$ cat src/rtl/csr_eu_bcast_if.sv
// Bundle of the issue-side request and the broadcast result bus of the
// CSR execution unit. The slave modport is the unit's view; the master
// modport is the view of whoever drives operations and acts as consumers.
//
// Handshake rules: a transfer happens on a rising clock edge when valid and
// ready are both high. On the request side, in_ready does not depend on in_valid.
// On the broadcast side, each consumer i has its own valid/ready pair.
// Head data stays stable while any out_valid bit is high. A ready seen
// while its valid is low is ignored.
interface csr_eu_bcast_if #(
    parameter int XLEN     = 32,
    parameter int TAG_W    = 4,
    parameter int NUM_CONS = 4
);
    logic                in_valid;
    logic                in_ready;
    logic [2:0]          in_op;
    logic [TAG_W-1:0]    in_tag;
    logic                in_is_env;
    logic                in_is_mret;
    logic [11:0]         in_csraddr;
    logic [XLEN-1:0]     in_csrdata;
    logic [XLEN-1:0]     in_src;
    logic [4:0]          in_areg;

    logic [NUM_CONS-1:0] out_valid;
    logic [NUM_CONS-1:0] out_ready;
    logic [XLEN-1:0]     out_csrdata;
    logic [XLEN-1:0]     out_result;
    logic                out_wen;
    logic                out_illegal;
    logic [TAG_W-1:0]    out_tag;
    logic [11:0]         out_csraddr;
    logic [4:0]          out_areg;
    logic                out_is_env;
    logic                out_is_mret;

    modport slave (
        input  in_valid, in_op, in_tag, in_is_env, in_is_mret,
               in_csraddr, in_csrdata, in_src, in_areg, out_ready,
        output in_ready, out_valid, out_csrdata, out_result, out_wen,
               out_illegal, out_tag, out_csraddr, out_areg,
               out_is_env, out_is_mret
    );

    modport master (
        output in_valid, in_op, in_tag, in_is_env, in_is_mret,
               in_csraddr, in_csrdata, in_src, in_areg, out_ready,
        input  in_ready, out_valid, out_csrdata, out_result, out_wen,
               out_illegal, out_tag, out_csraddr, out_areg,
               out_is_env, out_is_mret
    );
endinterface

$ cat src/rtl/csr_eu_bcast.sv
// CSR execution unit with a result FIFO whose head entry is broadcast to
// NUM_CONS consumers. The new CSR value and write enable are computed when
// an operation is accepted. An entry retires once every consumer has taken it.
module csr_eu_bcast #(
    parameter int XLEN     = 32,
    parameter int TAG_W    = 4,
    parameter int NUM_CONS = 4,
    parameter int DEPTH    = 2
) (
    input  logic               clk,
    input  logic               rst,
    csr_eu_bcast_if.slave      bus
);
    localparam int PW = (DEPTH > 1) ? $clog2(DEPTH) : 1;
    localparam int CW = $clog2(DEPTH + 1);

    typedef struct packed {
        logic [XLEN-1:0]  csrdata;
        logic [XLEN-1:0]  result;
        logic             wen;
        logic             illegal;
        logic [TAG_W-1:0] tag;
        logic [11:0]      csraddr;
        logic [4:0]       areg;
        logic             is_env;
        logic             is_mret;
    } entry_t;

    entry_t              r_mem [DEPTH];
    logic [PW-1:0]       r_rd_ptr;
    logic [PW-1:0]       r_wr_ptr;
    logic [CW-1:0]       r_count;
    logic [NUM_CONS-1:0] r_done;

    entry_t              w_new;
    entry_t              w_head;
    logic                w_push;
    logic                w_pop;
    logic                w_in_ready;
    logic [NUM_CONS-1:0] w_valid;
    logic [NUM_CONS-1:0] w_fired;

    // Pointers wrap explicitly so DEPTH need not be a power of two.
    function automatic logic [PW-1:0] next_ptr(input logic [PW-1:0] p);
        return (p == PW'(DEPTH - 1)) ? '0 : p + PW'(1);
    endfunction

    // Fullness only: a retire in the same cycle never frees a slot early.
    assign w_in_ready = (r_count < CW'(DEPTH));
    assign w_push     = bus.in_valid & w_in_ready;
    assign w_valid    = (r_count != '0) ? ~r_done : '0;
    assign w_fired    = w_valid & bus.out_ready;
    assign w_pop      = (r_count != '0) && ((r_done | w_fired) == '1);
    assign w_head     = r_mem[r_rd_ptr];

    // Compute the entry to be stored from the presented operation.
    always_comb begin
        w_new         = '0;
        w_new.csrdata = bus.in_csrdata;
        w_new.tag     = bus.in_tag;
        w_new.csraddr = bus.in_csraddr;
        w_new.areg    = bus.in_areg;
        w_new.is_env  = bus.in_is_env;
        w_new.is_mret = bus.in_is_mret;
        w_new.result  = bus.in_csrdata;
        case (bus.in_op)
            3'b000: begin
                w_new.result = bus.in_src;
                w_new.wen    = 1'b1;
            end
            3'b001: begin
                w_new.result = bus.in_csrdata | bus.in_src;
                w_new.wen    = (bus.in_areg != 5'd0);
            end
            3'b010: begin
                w_new.result = bus.in_csrdata & ~bus.in_src;
                w_new.wen    = (bus.in_areg != 5'd0);
            end
            3'b011: begin
                w_new.wen    = 1'b0;
            end
            default: begin
                w_new.illegal = 1'b1;
            end
        endcase
    end

    // Entry storage; cleared on reset so idle outputs read zero.
    always_ff @(posedge clk) begin
        if (rst) begin
            for (int i = 0; i < DEPTH; i++) begin
                r_mem[i] <= '0;
            end
        end else if (w_push) begin
            r_mem[r_wr_ptr] <= w_new;
        end
    end

    // FIFO pointers, occupancy and the per-consumer taken mask.
    always_ff @(posedge clk) begin
        if (rst) begin
            r_rd_ptr <= '0;
            r_wr_ptr <= '0;
            r_count  <= '0;
            r_done   <= '0;
        end else begin
            if (w_push) begin
                r_wr_ptr <= next_ptr(r_wr_ptr);
            end
            if (w_pop) begin
                r_rd_ptr <= next_ptr(r_rd_ptr);
                r_done   <= '0;
            end else begin
                r_done   <= r_done | w_fired;
            end
            case ({w_push, w_pop})
                2'b10:   r_count <= r_count + CW'(1);
                2'b01:   r_count <= r_count - CW'(1);
                default: r_count <= r_count;
            endcase
        end
    end

    assign bus.in_ready    = w_in_ready;
    assign bus.out_valid   = w_valid;
    assign bus.out_csrdata = w_head.csrdata;
    assign bus.out_result  = w_head.result;
    assign bus.out_wen     = w_head.wen;
    assign bus.out_illegal = w_head.illegal;
    assign bus.out_tag     = w_head.tag;
    assign bus.out_csraddr = w_head.csraddr;
    assign bus.out_areg    = w_head.areg;
    assign bus.out_is_env  = w_head.is_env;
    assign bus.out_is_mret = w_head.is_mret;
endmodule

$ cat src/flat_wrapper.sv
// flat-port wrapper written by rule: the top's interface ports become plain ports
module csr_eu_bcast_flat 
#(
    parameter int XLEN     = 32,
    parameter int TAG_W    = 4,
    parameter int NUM_CONS = 4,
    parameter int DEPTH    = 2
)
  (clk, rst, bus_in_valid, bus_in_op, bus_in_tag, bus_in_is_env, bus_in_is_mret, bus_in_csraddr, bus_in_csrdata, bus_in_src, bus_in_areg, bus_out_ready, bus_in_ready, bus_out_valid, bus_out_csrdata, bus_out_result, bus_out_wen, bus_out_illegal, bus_out_tag, bus_out_csraddr, bus_out_areg, bus_out_is_env, bus_out_is_mret);
  csr_eu_bcast_if #(.XLEN(XLEN), .TAG_W(TAG_W), .NUM_CONS(NUM_CONS)) bus_i ();
  input  logic clk;
  input  logic rst;
  input wire logic [$bits(bus_i.in_valid)-1:0] bus_in_valid;
  input wire logic [$bits(bus_i.in_op)-1:0] bus_in_op;
  input wire logic [$bits(bus_i.in_tag)-1:0] bus_in_tag;
  input wire logic [$bits(bus_i.in_is_env)-1:0] bus_in_is_env;
  input wire logic [$bits(bus_i.in_is_mret)-1:0] bus_in_is_mret;
  input wire logic [$bits(bus_i.in_csraddr)-1:0] bus_in_csraddr;
  input wire logic [$bits(bus_i.in_csrdata)-1:0] bus_in_csrdata;
  input wire logic [$bits(bus_i.in_src)-1:0] bus_in_src;
  input wire logic [$bits(bus_i.in_areg)-1:0] bus_in_areg;
  input wire logic [$bits(bus_i.out_ready)-1:0] bus_out_ready;
  output wire logic [$bits(bus_i.in_ready)-1:0] bus_in_ready;
  output wire logic [$bits(bus_i.out_valid)-1:0] bus_out_valid;
  output wire logic [$bits(bus_i.out_csrdata)-1:0] bus_out_csrdata;
  output wire logic [$bits(bus_i.out_result)-1:0] bus_out_result;
  output wire logic [$bits(bus_i.out_wen)-1:0] bus_out_wen;
  output wire logic [$bits(bus_i.out_illegal)-1:0] bus_out_illegal;
  output wire logic [$bits(bus_i.out_tag)-1:0] bus_out_tag;
  output wire logic [$bits(bus_i.out_csraddr)-1:0] bus_out_csraddr;
  output wire logic [$bits(bus_i.out_areg)-1:0] bus_out_areg;
  output wire logic [$bits(bus_i.out_is_env)-1:0] bus_out_is_env;
  output wire logic [$bits(bus_i.out_is_mret)-1:0] bus_out_is_mret;
  assign bus_i.in_valid = bus_in_valid;
  assign bus_i.in_op = bus_in_op;
  assign bus_i.in_tag = bus_in_tag;
  assign bus_i.in_is_env = bus_in_is_env;
  assign bus_i.in_is_mret = bus_in_is_mret;
  assign bus_i.in_csraddr = bus_in_csraddr;
  assign bus_i.in_csrdata = bus_in_csrdata;
  assign bus_i.in_src = bus_in_src;
  assign bus_i.in_areg = bus_in_areg;
  assign bus_i.out_ready = bus_out_ready;
  assign bus_in_ready = bus_i.in_ready;
  assign bus_out_valid = bus_i.out_valid;
  assign bus_out_csrdata = bus_i.out_csrdata;
  assign bus_out_result = bus_i.out_result;
  assign bus_out_wen = bus_i.out_wen;
  assign bus_out_illegal = bus_i.out_illegal;
  assign bus_out_tag = bus_i.out_tag;
  assign bus_out_csraddr = bus_i.out_csraddr;
  assign bus_out_areg = bus_i.out_areg;
  assign bus_out_is_env = bus_i.out_is_env;
  assign bus_out_is_mret = bus_i.out_is_mret;
  csr_eu_bcast #(.XLEN(XLEN), .TAG_W(TAG_W), .NUM_CONS(NUM_CONS), .DEPTH(DEPTH)) u_core (.clk(clk), .rst(rst), .bus(bus_i));
endmodule
$ cat config.mk
export PLATFORM = sky130hd
export DESIGN_NAME = csr_eu_bcast_flat
export DESIGN_NICKNAME = d
export VERILOG_FILES = /design/src/rtl/csr_eu_bcast_if.sv /design/src/rtl/csr_eu_bcast.sv /design/src/flat_wrapper.sv
export SDC_FILE = /design/constraint.sdc
export NUM_CORES = 1
export LEC_CHECK = 0
export ABC_AREA = 1
export CAP_MARGIN = 20
export CORE_MARGIN = 4
export CORE_UTILIZATION = 40
export DETAILED_ROUTE_END_ITERATION = 7
export PLACE_DENSITY = 0.68
export SLEW_MARGIN = 20
export SYNTH_ARGS = -nofsm -noshare
export SYNTH_HDL_FRONTEND = slang
export SYNTH_SLANG_ARGS = --single-unit
$ cat constraint.sdc
create_clock -name clk -period 4.85 [get_ports clk]
set_input_delay 0.97 -clock clk [delete_from_list [all_inputs] [get_ports clk]]
set_output_delay 0.97 -clock clk [all_outputs]
set_load 0.01 [all_outputs]
==> flow_summary.ini, run 1 <==
[die]
std_cell_rows = 52
num_io_pins = 191
dieArea_um2 = 23420
floorplan.initialDensity_pct = 41.19
core_area_um2 = 20430
floorplan.die.width_um = 153.0
floorplan.die.height_um = 153.0

[logic_synthesis]
syn-mean-instance-area_um2 = 11.94
synthesized_nets = 803
synth_area_leaders = edfxtp_1 64%, mux2_2 12%, nor2_1 7.3%
synth_top_area_cell = edfxtp_1
netlist.area_leader.share_pct = 63.52
synth.ff_latch_count = 187
synth_cell_types = 20
ys_seq_area_share_pct = 65.67
yosysWarnings = 0
post_synth_instance_area_um2 = 8414
syn-instance-count = 705

[grt]
global_route.usage.total_pct = 17.02
first_global_vias = 6011
grt_first_pass_wirelength_um = 31450
grt_max_degree = 90
remaining_global_route_overflow = 0
number_of_antenna_violations_at_the_first_check_in_global_routing = 1

[clock_tree]
hold_buffers = 0
cts.path.max_buffers = 2
htreeDepth = 4
numCtsBuffers = 17
clock-root-buffer = clkbuf_16
cts_setup_buffers = 0
clkLatencyLatePin_ns = 0.43
numClockSinks = 187
clkTransAtPathRegs_ns = 0.07
cts_tree = done
post_cts.resized_instances = 0

[min_path]
min_to = u_core.r_rd_ptr
hp-start = u_core.r_rd_ptr
worstHoldPathCells = 2
min_path_type = reg2reg

[timing]
report.final.hold_viol_count = 0
tightestPinTransition_ns = 1.064
period_utilisation_layout_pct = 71.75
finalHoldWorstSlack_ns = 0.5020
worst_slack_ns = 1.370
worst_slew_margin_rel_pct = 29.04
timing.setup.tns_ns = 0
setup_repair_after_global_routing_missed_its_margin = false
finalMaxSlewViolations = 0
skew_ns = 0.009317
timing.fmax_ghz = 0.2874
setup_viol_count_final = 0
final.min_clock_period_ns = 3.480

[critical_path]
rr_endpoint = u_core.r_mem[0][20]
timing.critical_path.arrival_ns = 2.51
cpPeakStageDelay_ns = 0.86
critical-path-top-delay-family = flip-flops
critPathBufInv = 2
critical_path.startpoint_type = flop
reg2reg_slack_ns = 2.48
required_time_worst_endpoint_ns = 3.88
crit_chain = buf_12 > mux2_2 > clkdlybuf4s50_1
crit_slowest_cell = dfxtp_4
critPathMaxFanout = 54
setup.worst_path.class = reg2out
rr_startpoint = u_core.r_count[1]
r2r_cells = 6
setup.worst_path.end_class = output pin

[detailed_routing]
routedWlPerCell_um = 17.29
routed_via_density = 4.993
route.final.wire_length_um = 20180
firstDrtPassIters = 7
final_antenna_net_count = 0
vias = 5827
drt-initial-drc-count = 275
drt_drc_violations_left = 0

[flow_run]
maxCapViolations = 0

[placed_design]
gpl.final_weighted_congestion = 0.7753
place.port_buffers = 190
hpwl_um = 12730
dp_worst_setup_slack_ns = 1.352

[final_layout]
proportion_of_layout_cells_with_a_drive_suffix_above_1_pct = 17.28
antenna-diode-count = 0
areaGrowthSynthToFinish_pct = 32.70
nets = 984
fillerInstances = 1786

[power]
ir_drop_v = 0.0002375
pwr_density_cell_nw_per_um2 = 344.5
total_power_consumption_of_the_routed_design_w = 0.003846
power_leakage_nw = 4.314

[status]
status = completed
-- routing by layer --
layer  vias up  share of wire (%)  track usage [%]
li1       2788                  -                -
met1      2807                 41            21.37
met2       208                 51            29.12
met3        22                6.6            4.665
met4         2                1.2            4.582
met5         -              0.040                0
-- power by group --
group	leakage (nW)	switching (W)	total [W]	internal [W]
registers	1.94	0.0000287	0.00192	0.00189
clock network	0.274	0.000599	0.00136	0.000758
logic	2.10	0.000284	0.000565	0.000281
total	4.31	0.000912	0.00385	0.00293
-- stage by stage --
| step | util, % | instance area [um^2] | std cells |
|---|---|---|---|
| after CTS | 54.65 | 11170 | 1167 |
| after detailed placement | 51.88 | 10600 | 1137 |
| final | 54.65 | 11170 | 1167 |
| after global placement | 51.88 | 10600 | 1137 |
| after global routing | 54.65 | 11170 | 1167 |
| after floorplan | - | 8414 | 705 |
-- worst reg2reg max path: stages, from the launching register on --
cell     delay, ns
dfxtp_1       0.31
inv_1         0.14
nand2_1       0.12
nor2_1        0.18
nand2_4       0.30
nand2_4       0.62
buf_12        0.36
-- layout make-up --
type,instances,area [um^2],area share [%]
inverter,66,247.7,2.219
clock inverter,13,141.4,1.266
timing repair buffer,199,1994,17.86
clock buffer,17,425.4,3.810
sequential,187,5529,49.52
tap,270,337.8,3.026
multi-input combinational,415,2490,22.30
-- cell families (layout without fill, tap and decap cells) --
logic type	count (synthesis)	count (layout)	synth area share [%]
AND/OR/NAND/NOR	218	218	9.888
AO/OA/AOI/OAI	107	107	7.257
flip-flops	187	187	65.67
buffers and inverters	103	295	5.130
adder cells (fa/ha/maj)	1	1	0.1487
multiplexers	89	89	11.91
-- flip-flops by register name, indices dropped and copies added (netlist names), named ones only --
name / flops
u_core.r_wr_ptr: 1
u_core.r_mem: 178
u_core.r_done: 4
u_core.r_count: 2
u_core.r_rd_ptr: 1
-- Yosys cell counts --
| cell type | instances |
|---|---|
| mux2_2 | 89 |
| nor2_1 | 163 |
| inv_1 | 64 |
| ha_1 | 1 |
| nor3_1 | 2 |
| clkinv_1 | 1 |
| o21ai_2 | 20 |
| clkbuf_4 | 2 |
| nand2_1 | 47 |
| buf_2 | 27 |
| dfxtp_1 | 9 |
| buf_4 | 1 |
| nand4_1 | 2 |
| nand3_1 | 3 |
| nor2_2 | 1 |
| a21oi_1 | 70 |
| inv_2 | 1 |
| o21ai_0 | 17 |
| clkbuf_1 | 7 |
| edfxtp_1 | 178 |
-- cell usage in the layout (no fill, tap or decap), drive strengths merged, types with 2 or more instances in the layout --
| cell type | n |
|---|---|
| buf | 9 |
| mux2 | 89 |
| nand3 | 3 |
| dfxtp | 9 |
| nand4 | 2 |
| a21oi | 70 |
| nor3 | 2 |
| o21ai | 37 |
| nor2 | 164 |
| edfxtp | 178 |
| clkinvlp | 2 |
| nand2 | 47 |
| inv | 69 |
| bufinv | 2 |
| clkbuf | 17 |
| clkdlybuf4s50 | 190 |
| clkinv | 6 |
-- how the worst max path moves through the flow --
stage          from                  end  depth (start not counted)
6_report       flop   bus_out_csrdata[5]                          3
5_1_grt        flop  bus_out_csrdata[30]                          3
4_1_cts        flop  bus_out_csrdata[30]                          3
3_5_place_dp    rst   u_core.r_mem[0][9]                          5
3_3_place_gp    rst  u_core.r_mem[0][65]                          5
2_1_floorplan   rst   u_core.r_mem[1][0]                          4
(Power assumes the default switching activity.)
==> run 2, diff against run 1 <==
- clock period: 4.85 -> 3.5 ns (I/O delays scaled with it)
==> flow_summary.ini, run 2 (synthesis gave the netlist of run 1 again) <==
[clock_tree]
numCtsBuffers = 17
clkLatencyLatePin_ns = 0.42
htreeDepth = 4
cts_tree = done
clock-root-buffer = clkbuf_16
cts_setup_buffers = 0
hold_buffers = 0
post_cts.resized_instances = 0
cts.path.max_buffers = 2
numClockSinks = 187
clkTransAtPathRegs_ns = 0.07

[final_layout]
registers.top_by_ff_count = u_core.r_mem
largest_register_ffs = 178
fillerInstances = 1773
regArea_um2 = 5529
areaGrowthSynthToFinish_pct = 33.52
layoutNonFillerInstCount = 1171
reg.largest.list = u_core.r_mem: 178 flops, u_core.r_done: 4 flops, u_core.r_count: 2 flops
proportion_of_layout_cells_with_a_drive_suffix_above_1_pct = 17.65
antenna-diode-count = 0
nets = 986
layout_common_cells = 190 x clkdlybuf4s50_1, 178 x edfxtp_1, 161 x nor2_1
utilization_of_the_core_after_routing_pct = 54.99
combined_area_of_the_multi_input_logic_cells_um2 = 2490
most_common_library_cell_in_the_layout_ignoring_fill_and_taps = clkdlybuf4s50_1

[detailed_routing]
drt-initial-drc-count = 223
routedWlPerCell_um = 16.92
routed_via_density = 4.923
drt_drc_violations_left = 0
route.final.wire_length_um = 19820
vias = 5765
final_antenna_net_count = 0
firstDrtPassIters = 5

[power]
power_switching_w = 0.001316
p_clk_share_pct = 35.5
power.share.sequential_pct = 49.8
pwr_density_cell_nw_per_um2 = 476.0
ir_drop_v = 0.0002882
pwr-share-comb_pct = 14.8
swShare_pct = 24.62
total_power_consumption_of_the_routed_design_w = 0.005348
power_leakage_nw = 4.352
p_int_w = 0.004031

[critical_path]
crit_slowest_cell = dfxtp_4
crit_chain = buf_4 > mux2_2 > clkdlybuf4s50_1
setup.worst_path.end_class = output pin
critPathMaxFanout = 24
critical_path.startpoint_type = flop
required_time_worst_endpoint_ns = 2.80
cpPeakStageDelay_ns = 0.52
setup.worst_path.class = reg2out
timing.critical_path.arrival_ns = 2.21

[timing]
worst_slew_margin_rel_pct = 58.95
timing.setup.tns_ns = 0
report.final.hold_viol_count = 0
setup_viol_count_final = 0
timing.fmax_ghz = 0.3432
skew_ns = 0.009302
setup_repair_after_global_routing_missed_its_margin = false
period_utilisation_layout_pct = 83.24
finalMaxSlewViolations = 0
final.min_clock_period_ns = 2.913
tightestPinTransition_ns = 0.6157
finalHoldWorstSlack_ns = 0.4910

[grt]
grt_first_pass_wirelength_um = 31220
global_route.usage.total_pct = 16.73
grt_max_degree = 90
first_global_vias = 5881
number_of_antenna_violations_at_the_first_check_in_global_routing = 2
remaining_global_route_overflow = 0

[placed_design]
place.port_buffers = 190
numPlacedInstances = 1139
hpwl_um = 12330
gpl.final_weighted_congestion = 0.7713

[status]
status = completed

[die]
num_io_pins = 191
floorplan.initialDensity_pct = 41.19
dieArea_um2 = 23420
core_area_um2 = 20430
floorplan.die.height_um = 153.0
floorplan.die.width_um = 153.0
std_cell_rows = 52

[flow_run]
maxCapViolations = 0

[min_path]
min_path_type = reg2reg
[run 2: critical path: cells and delay by family, from the launching register on]
| family | cells | cell delay [ns] |
|---|---|---|
| multiplexers | 1 | 0.39 |
| flip-flops | 1 | 0.52 |
| buffers and inverters | 2 | 0.86 |
[run 2: worst paths after layout]
| kind | startpoint | to | slack (ns) | depth (start not counted) |
|---|---|---|---|---|
| worst max register to register | u_core.r_count[0] | u_core.r_count[1] | 1.55 | 9 |
| worst min-delay path | u_core.r_wr_ptr | u_core.r_wr_ptr | 0.49 | 2 |
| worst min register to register | u_core.r_wr_ptr | u_core.r_wr_ptr | 0.49 | 2 |
| worst max-delay path | flop | bus_out_csrdata[0] | 0.59 | 3 |
[run 2: layout make-up]
cell class,count,area share [%]
Sequential cell,187,49.21
Multi-Input combinational cell,415,22.16
Timing Repair Buffer,201,18.22
Clock buffer,17,3.787
Tap cell,270,3.007
Inverter,66,2.205
Clock inverter,15,1.403
[run 2: per-layer routing]
metal	wire length [um]	vias up	global-route usage, %
met1	8636	2768	22.12
met3	1124	26	4.156
li1	-	2798	-
met2	9648	169	27.44
met5	33	-	0
met4	373	4	5.006
[run 2: per-stage QoR]
stage                     cell area [um^2]  setup slack (ns)
after floorplan                       8419            0.7332
after global placement               10650            0.8128
after detailed placement             10650            0.7746
after CTS                            11230            0.5327
after global routing                 11230            0.4933
final                                11230            0.5865
[run 2: power groups by stage]
stage | sequential (W) | combinational (W) | clock, W
after CTS | 0.00266 | 0.000802 | 0.00193
after global placement | 0.00270 | 0.000793 | 0
final | 0.00266 | 0.000789 | 0.00190
after detailed placement | 0.00271 | 0.000796 | 0
after floorplan | 0.00270 | 0.000365 | 0
after global routing | 0.00267 | 0.000855 | 0.00203
